===== src/rtl/bb_uart_tx_arb.sv =====
// ---------------------------------------------------------------------------
// bb_uart_tx_arb
//
// Purpose:
//   Two-requester UART transmitter. Round-robin arbitrates two byte sources
//   onto one serial TXD line and sends 8N1 or 8N2 frames, LSB first. The baud
//   divider is owned by this block and restarted at every frame start, so
//   every bit edge is aligned to the frame's start bit.
//
// Parameters:
//   CLK_DIVIDER  clk cycles per bit, 2..1023 (10-bit counter)
//   STOP_BITS    number of stop bit periods, 1 or 2
//
// Ports:
//   clk     in   system clock, all logic on posedge
//   nrst    in   synchronous active-low reset
//   din0    in   byte from requester 0
//   valid0  in   requester 0 has a byte
//   ready0  out  din0 accepted this cycle (combinational)
//   din1    in   byte from requester 1
//   valid1  in   requester 1 has a byte
//   ready1  out  din1 accepted this cycle (combinational)
//   txd     out  serial output, idle high
//   busy    out  frame in progress
//   gnt     out  source index of the current/last frame
//   bdout   out  one-cycle pulse at the end of each bit period
// ---------------------------------------------------------------------------
module bb_uart_tx_arb #(
  parameter int CLK_DIVIDER = 521,
  parameter int STOP_BITS   = 1
) (
  input  logic       clk,
  input  logic       nrst,
  input  logic [7:0] din0,
  input  logic       valid0,
  output logic       ready0,
  input  logic [7:0] din1,
  input  logic       valid1,
  output logic       ready1,
  output logic       txd,
  output logic       busy,
  output logic       gnt,
  output logic       bdout
);

  typedef enum logic [1:0] {
    IDLE  = 2'd0,
    START = 2'd1,
    DATA  = 2'd2,
    STOP  = 2'd3
  } state_t;

  localparam logic [9:0] CNT_LAST  = 10'(CLK_DIVIDER - 1);
  // Stop-bit index of the final stop period (0 for one stop bit, 1 for two).
  localparam logic       STOP_LAST = (STOP_BITS == 2);

  state_t     state;
  state_t     state_next;
  logic [9:0] cnt;
  logic [7:0] shreg;
  logic [2:0] bit_idx;
  logic       stop_idx;
  logic       last;
  logic       tick;
  logic       accept0;
  logic       accept1;
  logic       accept;

  assign accept0 = valid0 & ready0;
  assign accept1 = valid1 & ready1;
  assign accept  = accept0 | accept1;

  // State register.
  always_ff @(posedge clk) begin
    if (!nrst) begin
      state <= IDLE;
    end else begin
      state <= state_next;
    end
  end

  // Next-state logic. Every non-idle transition happens on a baud tick, so
  // each state lasts a whole number of bit periods.
  always_comb begin
    state_next = state;
    case (state)
      IDLE:  if (accept) state_next = START;
      START: if (tick) state_next = DATA;
      DATA:  if (tick && (bit_idx == 3'd7)) state_next = STOP;
      STOP:  if (tick && (stop_idx == STOP_LAST)) state_next = IDLE;
      default: state_next = IDLE;
    endcase
  end

  // Output logic. The ready terms are gated by nrst so that no transfer is
  // signalled while reset is being held, even though the state reads IDLE.
  // On a tie the requester that was not served last wins.
  always_comb begin
    busy   = (state != IDLE);
    tick   = busy & (cnt == CNT_LAST);
    bdout  = tick;
    ready0 = nrst & (state == IDLE) & valid0 & (~valid1 | last);
    ready1 = nrst & (state == IDLE) & valid1 & (~valid0 | ~last);
    txd    = 1'b1;
    case (state)
      IDLE:  txd = 1'b1;
      START: txd = 1'b0;
      DATA:  txd = shreg[0];
      STOP:  txd = 1'b1;
      default: txd = 1'b1;
    endcase
  end

  // Datapath: baud counter, shift register, bit/stop indices and the
  // arbitration pointer. The counter is held at zero in IDLE so that the
  // first bit period of a frame starts exactly at the accept edge.
  always_ff @(posedge clk) begin
    if (!nrst) begin
      cnt      <= '0;
      shreg    <= '0;
      bit_idx  <= '0;
      stop_idx <= 1'b0;
      gnt      <= 1'b0;
      last     <= 1'b1;
    end else if (state == IDLE) begin
      cnt      <= '0;
      bit_idx  <= '0;
      stop_idx <= 1'b0;
      if (accept) begin
        shreg <= accept1 ? din1 : din0;
        gnt   <= accept1;
        last  <= accept1;
      end
    end else begin
      cnt <= tick ? 10'd0 : cnt + 10'd1;
      if (tick) begin
        case (state)
          DATA: begin
            shreg   <= {1'b0, shreg[7:1]};
            bit_idx <= bit_idx + 3'd1;
          end
          STOP: stop_idx <= ~stop_idx;
          default: ;
        endcase
      end
    end
  end

endmodule


===== config.mk =====
export PLATFORM = sky130hd
export DESIGN_NAME = bb_uart_tx_arb
export DESIGN_NICKNAME = d
export VERILOG_FILES = /design/src/rtl/bb_uart_tx_arb.sv
export SDC_FILE = /design/constraint.sdc
export NUM_CORES = 1
export LEC_CHECK = 0
export BUFFER_PORTS_ARGS = -buffer_cell sky130_fd_sc_hd__buf_2
export CORE_MARGIN = 10
export CORE_UTILIZATION = 45
export CTS_BUF_LIST = sky130_fd_sc_hd__clkbuf_4 sky130_fd_sc_hd__clkbuf_8
export CTS_CLUSTER_DIAMETER = 30
export DETAILED_ROUTE_END_ITERATION = 10
export GPL_TIMING_DRIVEN = 0
export PLACE_DENSITY = 0.65
export SYNTH_ARGS = -nofsm -noshare
export SYNTH_HDL_FRONTEND = slang
export SYNTH_SLANG_ARGS = --single-unit

===== constraint.sdc =====
create_clock -name clk -period 1.8 [get_ports clk]
set_input_delay 0.09 -clock clk [delete_from_list [all_inputs] [get_ports clk]]
set_output_delay 0.09 -clock clk [all_outputs]
set_load 0.02 [all_outputs]

==> results of run 1 <==
worst min-delay path by stage:
stage / to / slack (ps) / cells past startpoint
6_report: shreg[6] / 160 / 4
5_1_grt: shreg[6] / 150 / 4
2_1_floorplan: ready0 / 270 / 1
3_3_place_gp: cnt[0] / 440 / 1
3_5_place_dp: shreg[6] / 450 / 1
4_1_cts: gnt / 110 / 3
per-layer routing:
| layer | global-route usage | part of all wire | up-vias |
|---|---|---|---|
| li1 | - | - | 648 |
| met1 | 0.126 | 0.45 | 612 |
| met2 | 0.195 | 0.52 | 22 |
| met3 | 0.0224 | 0.030 | 4 |
| met4 | 0.0279 | 0.0063 | 0 |
| met5 | 0 | 0 | - |
power breakdown:
part           switching, mW  internal, mW
registers             0.0677         0.678
clock network          0.186         0.225
logic                  0.568         0.499
repair_timing:
action	CTS	global route
pin swaps	0	2
setup buffers	0	4
hold buffers	0	0
endpoints found under the setup margin	15	10
resized for setup	14	11
layout by cell type (no fill, tap or decap), types with 3 or more instances in the layout:
cell type,count
sky130_fd_sc_hd__a21oi_1,3
sky130_fd_sc_hd__xor2_1,4
sky130_fd_sc_hd__ha_1,7
sky130_fd_sc_hd__buf_2,24
sky130_fd_sc_hd__mux2i_1,3
sky130_fd_sc_hd__dfxtp_1,24
sky130_fd_sc_hd__nand4_1,4
sky130_fd_sc_hd__inv_1,8
sky130_fd_sc_hd__xnor2_1,6
sky130_fd_sc_hd__clkbuf_4,3
sky130_fd_sc_hd__nand2_1,11
sky130_fd_sc_hd__or2_2,7
sky130_fd_sc_hd__buf_4,5
sky130_fd_sc_hd__a32o_1,7
sky130_fd_sc_hd__nand3_1,22
sky130_fd_sc_hd__nor2_1,18
sky130_fd_sc_hd__o21ai_0,9
through the flow:
step            util  instance area [sq um]  instances
6_report       0.580                   1760        242
5_1_grt        0.580                   1760        242
4_1_cts        0.560                   1690        238
3_5_place_dp   0.529                   1600        235
3_3_place_gp   0.529                   1600        235
2_1_floorplan      -                   1420        166
registers in the layout, summed over array words and instances (netlist names):
name / count
stop_idx: 1
state: 2
bit_idx: 3
cnt: 10
last: 1
gnt: 1
shreg: 8
synth_stat cells (all sizes together) (2+ instances only):
library cell	number	share of area
dfxtp	26	0.37
xor2	4	0.025
nand3	22	0.078
a32o	7	0.049
a21oi	5	0.020
nand4	5	0.026
buf	2	0.011
xnor2	6	0.037
nand2	11	0.029
and3	3	0.013
o21ai	9	0.032
ha	9	0.079
nor2b	3	0.013
a211o	2	0.012
nor2	18	0.048
clkbuf	4	0.011
or2	7	0.031
inv	10	0.026
mux2i	3	0.021
area by class of cell:
cell class / count / share of cell area
clock inverter: 1 / 0.0171
timing repair buffer: 29 / 0.0934
clock buffer: 3 / 0.0128
tap: 44 / 0.0314
buffer: 5 / 0.0285
inverter: 10 / 0.0228
multi-input combinational: 124 / 0.495
sequential: 26 / 0.299
critical path: stages (launching register included):
cell and delay [ps]:
sky130_fd_sc_hd__dfxtp_1 360, sky130_fd_sc_hd__inv_1 60, sky130_fd_sc_hd__ha_1 170, sky130_fd_sc_hd__nor3b_4 240, sky130_fd_sc_hd__buf_4 170, sky130_fd_sc_hd__nand4_1 130, sky130_fd_sc_hd__a22oi_1 320, sky130_fd_sc_hd__mux2i_1 220
cell families after synthesis:
kind of cell / share of synthesized area
AO/OA/AOI/OAI: 0.144
multiplexers: 0.0212
flip-flops: 0.367
AND/OR/NAND/NOR: 0.278
buffers and inverters: 0.0485
adder cells (fa/ha/maj): 0.0794
XOR/XNOR: 0.0618
==> impl_results.md, run 1 <==
- RR Startpoint: cnt[0]
- Number of max-slew violations in the final report: 0
- Worst relative slew slack: 0.700
- Register clock-pin slew on the reported worst setup and hold paths: 150 ps
- Post-Synthesis Mean Instance Area: 8.54 sq um
- Area of all sequential standard cells: 526 sq um
- Number of synthesized register bits: 26
- Endpoint type of the worst setup path: register
- Critical Path Start Type: register
- Data arrival time of the critical path: 1990 ps
- Kind of path behind the tightest hold check: primary input to register
- Horizontal die dimension: 76.1 um
- Total DRC errors in the routed layout: 0
- Fraction of final layout cells with drive strength greater than 1: 0.288
- Total of buffers placed on input and output ports: 25
- Area Growth Syn to Fin: 23.8%
- Crit path kind: register to register
- Clock tree buffer depth: 2
- IR drop worst, VDD: 0.930 mV
- Final cycle utilization of the critical path: 0.958
- R2r setup slk: 80 ps
- Summed negative setup slack over all endpoints: 0 ps
- Vias per Instance: 5.31
- Total number of vias: 1,286
- Cell count after synthesis: 166
- Status: completed
- Mean routed wirelength per cell: 13.7 um
- Final Hold Vio Count: 0
- Sequential cell area fraction in the yosys report: 0.367
- Layout Skew: 4.11 ps
- Power per unit of standard cell area: 1270 nW/um^2
- Effective utilization at floorplan: 0.468
- Root Buffer: sky130_fd_sc_hd__clkbuf_4
- CTS tree: yes
- Overall die area: 5800 sq um
- Critical path launch point: cnt[0]
- Source-to-sink clock delay at the later pin of the worst-skew pair: 330 ps
- Antenna violations before repair: 0
- Number of sinks driven by the clock tree: 26
- Initial DRC count: 72
- Total wire length after detailed routing: 3310 um
- Worst endpoint required time: 2070 ps
- Number of warning messages in the yosys log: 0
- Fin crit period: 1720 ps
- Total grt overflow: 0
- Minimum hold slack: 157 ps
- Final Total Pwr: 2.22 mW
- Maximum clock frequency: 580 MHz
- Max cap viols: 0
- FILL cells: 273
- Async set or reset register ratio after synthesis: 0
- Number of nets still failing antenna checks after routing: 0
- # IOs: 26
- Number of H-tree levels: 1
- Total setup violations reported at the end of the flow: 0
- CP Max Fanout: 4
- HPWL after detailed placement: 2520 um
- Startpoint of the worst hold path: din1[6]
- Number of enable-type register cells in the synthesized netlist: 0
- Measured slew at the worst slew-check pin: 451 ps
- Final GP Congestion: 0.823
- Multi-input gate area in the final layout: 868 sq um
- Count of antenna diodes in the layout: 0
- Worst Slack Setup Final: 76.3 ps
- Number of cell rows: 20
- Maximum number of pins on one net before global-route repair: 16
- First-pass GRT wire length: 5430 um
- Height of the die: 76.1 um
- Number of iterations in the first detailed-routing pass: 5
- Number of nets in the final layout: 228
- Number of distinct standard cells referenced by the synthesized netlist: 32
- Via count of the first global-routing pass: 1,265
- Capturing point of the worst reg2reg path: state[1]
- CORE AREA: 3030 sq um
- Number of buffers created by CTS: 3
- Last element of the critical path: state[1]
- Worst Reg-to-Reg Cells: 7
- GRT Util Overall: 0.108
- Netlist Area Pre-Place: 1420 sq um
- Top_reg_cell synth: sky130_fd_sc_hd__dfxtp_1
- RSZ-0062 raised after global routing: yes
- Placement-stage worst setup slack: -244 ps
- Static power due to leakage: 0.717 nW
- Synth Net Count: 195
Power figures use the tool's default switching activity.
==> inputs of run 2 (changes only) <==
--- a/config.mk
+++ b/config.mk
@@ -12,7 +12,9 @@
 export CTS_CLUSTER_DIAMETER = 30
 export DETAILED_ROUTE_END_ITERATION = 10
 export GPL_TIMING_DRIVEN = 0
+export MAX_ROUTING_LAYER = met4
 export PLACE_DENSITY = 0.65
+export SLEW_MARGIN = 25
 export SYNTH_ARGS = -nofsm -noshare
 export SYNTH_HDL_FRONTEND = slang
 export SYNTH_SLANG_ARGS = --single-unit
==> run 2 against run 1 <==
  * Design area is the same
  * Critical path depth is the same
  * Critical path type unchanged
  * Final cell count is the same
  * Clock skew grew 0.58 ps
  * Sequential cell count is the same
  * Global-route usage grew 0.29 points
  * Power is essentially flat
==> impl_results.md, run 2 (synthesis gave the netlist of run 1 again) <==
- Registers with the highest flip-flop counts: cnt x10, shreg x8, bit_idx x3
- CP Max Fanout: 4
- Maximum number of pins on one net before global-route repair: 16
- HPWL after detailed placement: 2520 um
- Placed inst area: 1600 sq um
- Vias per Instance: 5.31
- Measured slew at the worst slew-check pin: 449 ps
- Static power due to leakage: 0.717 nW
- Root Buffer: sky130_fd_sc_hd__clkbuf_4
- Number of cell rows: 20
- Met3 Usage GRT: 0.0212
- Source-to-sink clock delay at the later pin of the worst-skew pair: 330 ps
- Layout Skew: 4.69 ps
- Highest-count cells in the layout ignoring fill and taps: 24 x sky130_fd_sc_hd__buf_2, 24 x sky130_fd_sc_hd__dfxtp_1, 22 x sky130_fd_sc_hd__nand3_1
- Max cap viols: 0
- Clock tree buffer depth: 2
- Overall die area: 5800 sq um
- Sw power: 0.822 mW
- Slowest CP cell: sky130_fd_sc_hd__dfxtp_1
- Met2 usage: 0.195
- Antenna violations before repair: 0
- GRT Util Overall: 0.111
- Initial DRC count: 69
- Most flop-heavy register: cnt
- Number of nets in the final layout: 228
- Fraction of power spent switching nets: 0.369
- Number of iterations in the first detailed-routing pass: 5
- Final core occ: 0.580
- Via count of the first global-routing pass: 1,265
- Final cycle utilization of the critical path: 0.956
- Placement-stage worst setup slack: -244 ps
- Count of antenna diodes in the layout: 0
- Worst relative slew slack: 0.701
- Internal power of the cells: 1.40 mW
- R2r setup slk: 80 ps
- Total number of vias: 1,286
- IR drop worst, VDD: 0.930 mV
- CORE AREA: 3030 sq um
- Maximum clock frequency: 581 MHz
- Fraction of final layout cells with drive strength greater than 1: 0.288
- RR Startpoint: cnt[0]
- Total grt overflow: 0
- Critical path launch point: cnt[0]
- Worst Reg-to-Reg Cells: 7
- Worst Slack Setup Final: 78.9 ps
- Total DRC errors in the routed layout: 0
- CTS tree: yes
- Capturing point of the worst reg2reg path: state[1]
- Worst endpoint required time: 2070 ps
- Total of buffers placed on input and output ports: 25
- Proportion of power drawn by the clock network: 0.185
- Number of max-slew violations in the final report: 0
- Number of nets still failing antenna checks after routing: 0
- Sequential fraction of design power: 0.335
- Summed negative setup slack over all endpoints: 0 ps
- Total setup violations reported at the end of the flow: 0
- Endpoint type of the worst setup path: register
- Number of H-tree levels: 1
- Status: completed
- Minimum hold slack: 157 ps
- Last element of the critical path: state[1]
- Crit-path max cell delay: 360 ps
- Crit path kind: register to register
- Effective utilization at floorplan: 0.468
- Data arrival time of the critical path: 1990 ps
- Final Total Pwr: 2.22 mW
- Post-route standard cell area excluding fillers: 1760 sq um
- First-pass GRT wire length: 5440 um
- Height of the die: 76.1 um
- Total wire length after detailed routing: 3310 um
- Placed instance count: 235
- Final standard cell count with taps included and fillers excluded: 242
- # IOs: 26
- FILL cells: 273
- Final GP Congestion: 0.835
- Register clock-pin slew on the reported worst setup and hold paths: 150 ps
- Flip-flop count of the largest register, all copies and words added: 10
- Area Growth Syn to Fin: 23.8%
- Mean routed wirelength per cell: 13.7 um
- Critical Path Start Type: register
- Number of buffers created by CTS: 3
- RSZ-0062 raised after global routing: yes
- Kind of path behind the tightest hold check: primary input to register
- Horizontal die dimension: 76.1 um
- Chain of cells forming the critical path: inv_1, ha_1, nor3b_4, buf_4, nand4_1, a22oi_1, mux2i_1
- Final Hold Vio Count: 0
- Highest-utilization routing layer at the global route stage: met2
- Number of sinks driven by the clock tree: 26
- Power per unit of standard cell area: 1270 nW/um^2
- Fin crit period: 1720 ps
- Comb pwr share: 0.480
- Met1 usage: 0.126
==> run 2: cell counts in the layout (fill, tap and decap cells not counted) <==
No cell type changed its count.
==> run 2: routing by layer <==
layer  vias to the layer above  wire length, um
met1                       612             1490
li1                        648                -
met5                         -                0
met2                        22             1710
met3                         4               94
met4                         0               20
==> run 2: how the worst min path moves through the flow <==
stage	to	start	cells after the start
global route	shreg[6]	din1[6]	4
finish	shreg[6]	din1[6]	4
CTS	gnt	valid1	3
floorplan	ready0	valid1	1
global placement	cnt[0]	cnt[0]	1
detailed placement	shreg[6]	shreg[6]	1
==> run 2: timing repair <==
| item | in CTS | in global routing |
|---|---|---|
| buffers inserted | 0 | 4 |
| resized for setup | 14 | 11 |
| pin swaps | 0 | 2 |
| setup endpoints to repair | 15 | 10 |
| hold buffers | 0 | 0 |
==> run 2: critical path, delay by kind of cell, from the launching register on <==
| kind | cells | cell delay, ps |
|---|---|---|
| and+or+nand+nor | 2 | 380 |
| DFF | 1 | 360 |
| AOI/OAI and AO/OA | 1 | 320 |
| buffers and inverters | 2 | 230 |
| muxes | 1 | 210 |
| adders and majority gates | 1 | 160 |
==> run 2: cell type report <==
cell class | count | area [sq um] | share of cell area
Inverter | 10 | 40.0 | 0.0228
Multi-Input combinational cell | 124 | 868 | 0.495
Buffer | 5 | 50.0 | 0.0285
Clock buffer | 3 | 22.5 | 0.0128
Timing Repair Buffer | 29 | 164 | 0.0934
Tap cell | 44 | 55.1 | 0.0314
Sequential cell | 26 | 526 | 0.299
Clock inverter | 1 | 30.0 | 0.0171
==> run 2: power groups by stage <==
stage	sequential (mW)	combinational [mW]	clock, mW
after floorplan	0.735	0.651	0
after global placement	0.739	0.863	0
after detailed placement	0.745	0.878	0
after CTS	0.737	0.990	0.411
after global routing	0.758	1.20	0.433
final	0.746	1.07	0.411
==> inputs of run 3 (changes only) <==
--- a/config.mk
+++ b/config.mk
@@ -11,9 +11,8 @@
 export CTS_BUF_LIST = sky130_fd_sc_hd__clkbuf_4 sky130_fd_sc_hd__clkbuf_8
 export CTS_CLUSTER_DIAMETER = 30
 export DETAILED_ROUTE_END_ITERATION = 10
-export GPL_TIMING_DRIVEN = 0
 export MAX_ROUTING_LAYER = met4
-export PLACE_DENSITY = 0.65
+export PLACE_DENSITY = 0.67
 export SLEW_MARGIN = 25
 export SYNTH_ARGS = -nofsm -noshare
 export SYNTH_HDL_FRONTEND = slang
==> constraint.sdc (replaced) <==
create_clock -name clk -period 1.5 [get_ports clk]
set_input_delay 0.075 -clock clk [delete_from_list [all_inputs] [get_ports clk]]
set_output_delay 0.075 -clock clk [all_outputs]
set_load 0.02 [all_outputs]
==> run 3 against run 2 <==
  * Clock power decreased by 11%
  * Utilization rose by 12 points
  * The flow now finishes with violations (negative setup slack)
  * Maximum frequency grew 9.5%
  * Critical path depth unchanged
  * Global-route usage is 1.4 points higher
  * Via count up 11%
  * Worst setup slack got worse by 150 ps
  * Power up 42%
==> impl_results.md, run 3 (synthesis gave the netlist of run 1 again) <==
- HPWL after detailed placement: 2740 um
- Highest-count cells in the layout ignoring fill and taps: 31 x sky130_fd_sc_hd__buf_4, 20 x sky130_fd_sc_hd__dfxtp_1, 20 x sky130_fd_sc_hd__buf_2
- Multi-input gate area in the final layout: 981 sq um
- Total DRC errors in the routed layout: 0
- Registers with the highest flip-flop counts: cnt x10, shreg x8, bit_idx x3
- First-pass GRT wire length: 6190 um
- Cell type group with the largest total delay on the critical path: simple AND/OR/NAND/NOR gates
- Final GP Congestion: 0.808
- Layout Skew: 5.40 ps
- Maximum number of pins on one net before global-route repair: 15
- Kind of path behind the tightest hold check: primary input to register
- Sw power: 1.20 mW
- Total grt overflow: 0
- Power per unit of standard cell area: 1480 nW/um^2
- IR drop worst, VDD: 1.23 mV
- Max cap viols: 0
- Flip-flop count of the largest register, all copies and words added: 10
- Clock tree buffer depth: 2
- Endpoint type of the worst setup path: register
- Initial DRC count: 73
- Number of cell rows: 20
- Total setup violations reported at the end of the flow: 12
- Slowest CP cell: sky130_fd_sc_hd__dfxtp_4
- Maximum clock frequency: 636 MHz
- Violations in the final reports: negative setup slack
- Number of nets still failing antenna checks after routing: 0
- Static power due to leakage: 0.889 nW
- Critical Path Start Type: register
- Via count of the first global-routing pass: 1,410
- Worst Slack Setup Final: -72.3 ps
- Measured slew at the worst slew-check pin: 362 ps
- CP Max Fanout: 7
- Overall die area: 5800 sq um
- Vias per Instance: 5.28
- Data arrival time of the critical path: 1810 ps
- Proportion of power drawn by the clock network: 0.116
- Crit path kind: register to register
- RSZ-0062 raised after global routing: yes
- Mean routed wirelength per cell: 14.1 um
- Crit-path max cell delay: 390 ps
- Number of max-slew violations in the final report: 0
- Height of the die: 76.1 um
- Fraction of power spent switching nets: 0.381
- # IOs: 26
- Root Buffer: sky130_fd_sc_hd__clkbuf_4
- Final cycle utilization of the critical path: 1.05
- Worst relative slew slack: 0.758
- Number of iterations in the first detailed-routing pass: 4
- Count of antenna diodes in the layout: 0
- Final core occ: 0.702
- Hold_buf cts: 0
- Horizontal die dimension: 76.1 um
- Most flop-heavy register: cnt
- Total number of vias: 1,432
- Source-to-sink clock delay at the later pin of the worst-skew pair: 330 ps
- GRT Util Overall: 0.125
- Final Hold Vio Count: 0
- Effective utilization at floorplan: 0.468
- Buffers plus inverters on the worst setup path: 3
- Worst endpoint required time: 1730 ps
- Fin crit period: 1570 ps
- Chain of cells forming the critical path: inv_4, ha_4, buf_4, inv_2, or2_4, and3_4, a32o_1
- Status: finished, violations left
- Internal power of the cells: 1.95 mW
- Number of H-tree levels: 1
- Total wire length after detailed routing: 3810 um
- Number of nets in the final layout: 257
- Placement-stage worst setup slack: -92.8 ps
- CTS tree: yes
- Area of all sequential standard cells: 533 sq um
- Sequential fraction of design power: 0.286
- Total of buffers placed on input and output ports: 25
- Number of buffers created by CTS: 3
- FILL cells: 225
- Register clock-pin slew on the reported worst setup and hold paths: 150 ps
- Area Growth Syn to Fin: 50.0%
- Comb pwr share: 0.599
- CORE AREA: 3030 sq um
- Antenna violations before repair: 0
- Fraction of final layout cells with drive strength greater than 1: 0.485
- Number of sinks driven by the clock tree: 26
- Most common cell after layout, fill and taps aside: sky130_fd_sc_hd__buf_4
[run 3: cell type report]
cell class              instances  share of cell area
multi-input cells             124               0.461
repair buffers                 63               0.224
inverters                      10              0.0212
flip-flops and latches         26               0.251
clock buffers                   4              0.0171
well taps                      44              0.0259
[run 3: what timing repair did]
action / 4_1_cts / 5_1_grt
pin swaps: 12 / 9
gates resized for setup: 27 / 22
setup endpoints to repair: 16 / 28
setup buffers: 11 / 8
[run 3: power groups by stage]
stage / combinational, mW / clock (mW) / sequential (mW)
2_1_floorplan: 0.895 / 0 / 0.898
5_1_grt: 2.03 / 0.401 / 0.914
4_1_cts: 1.59 / 0.370 / 0.893
3_3_place_gp: 1.27 / 0 / 0.897
3_5_place_dp: 1.31 / 0 / 0.903
6_report: 1.89 / 0.365 / 0.900
[run 3: path summary, 6_finish.rpt]
path,startpoint,endpoint,slack [ps],depth (start not counted)
min reg2reg,shreg[6],shreg[6],480,1
max,state[0],shreg[2],-70,7
max reg2reg,state[0],shreg[2],-70,7
min,nrst,last,30,2
[run 3: metal layers]
metal | up-vias | GRT usage | wire length (um)
met2 | 46 | 0.223 | 1930
li1 | 705 | - | -
met5 | - | - | 0
met1 | 675 | 0.146 | 1670
met4 | 0 | 0.0223 | 40
met3 | 6 | 0.0189 | 169
[run 3: metrics by stage]
| step | setup TNS, ps | hold WS [ps] | cells | power (mW) | instance area, sq um |
|---|---|---|---|---|---|
| after CTS | -277 | 16.7 | 263 | 2.85 | 2000 |
| after detailed placement | -449 | 357 | 248 | 2.21 | 1780 |
| after floorplan | -155 | 213 | 166 | 1.79 | 1480 |
| final | -612 | 25.7 | 271 | 3.15 | 2130 |
| after global routing | -1540 | 25.0 | 271 | 3.35 | 2130 |
| after global placement | -10.0 | 344 | 248 | 2.17 | 1780 |
[run 3: worst register-to-register path: cells and delay by family (launching register included)]
kind / cells / cell delay, ps
AO/OA/AOI/OAI: 1 / 210
buffers and inverters: 3 / 220
AND/OR/NAND/NOR: 2 / 490
adder cells (fa/ha/maj): 1 / 170
flip-flops: 1 / 390
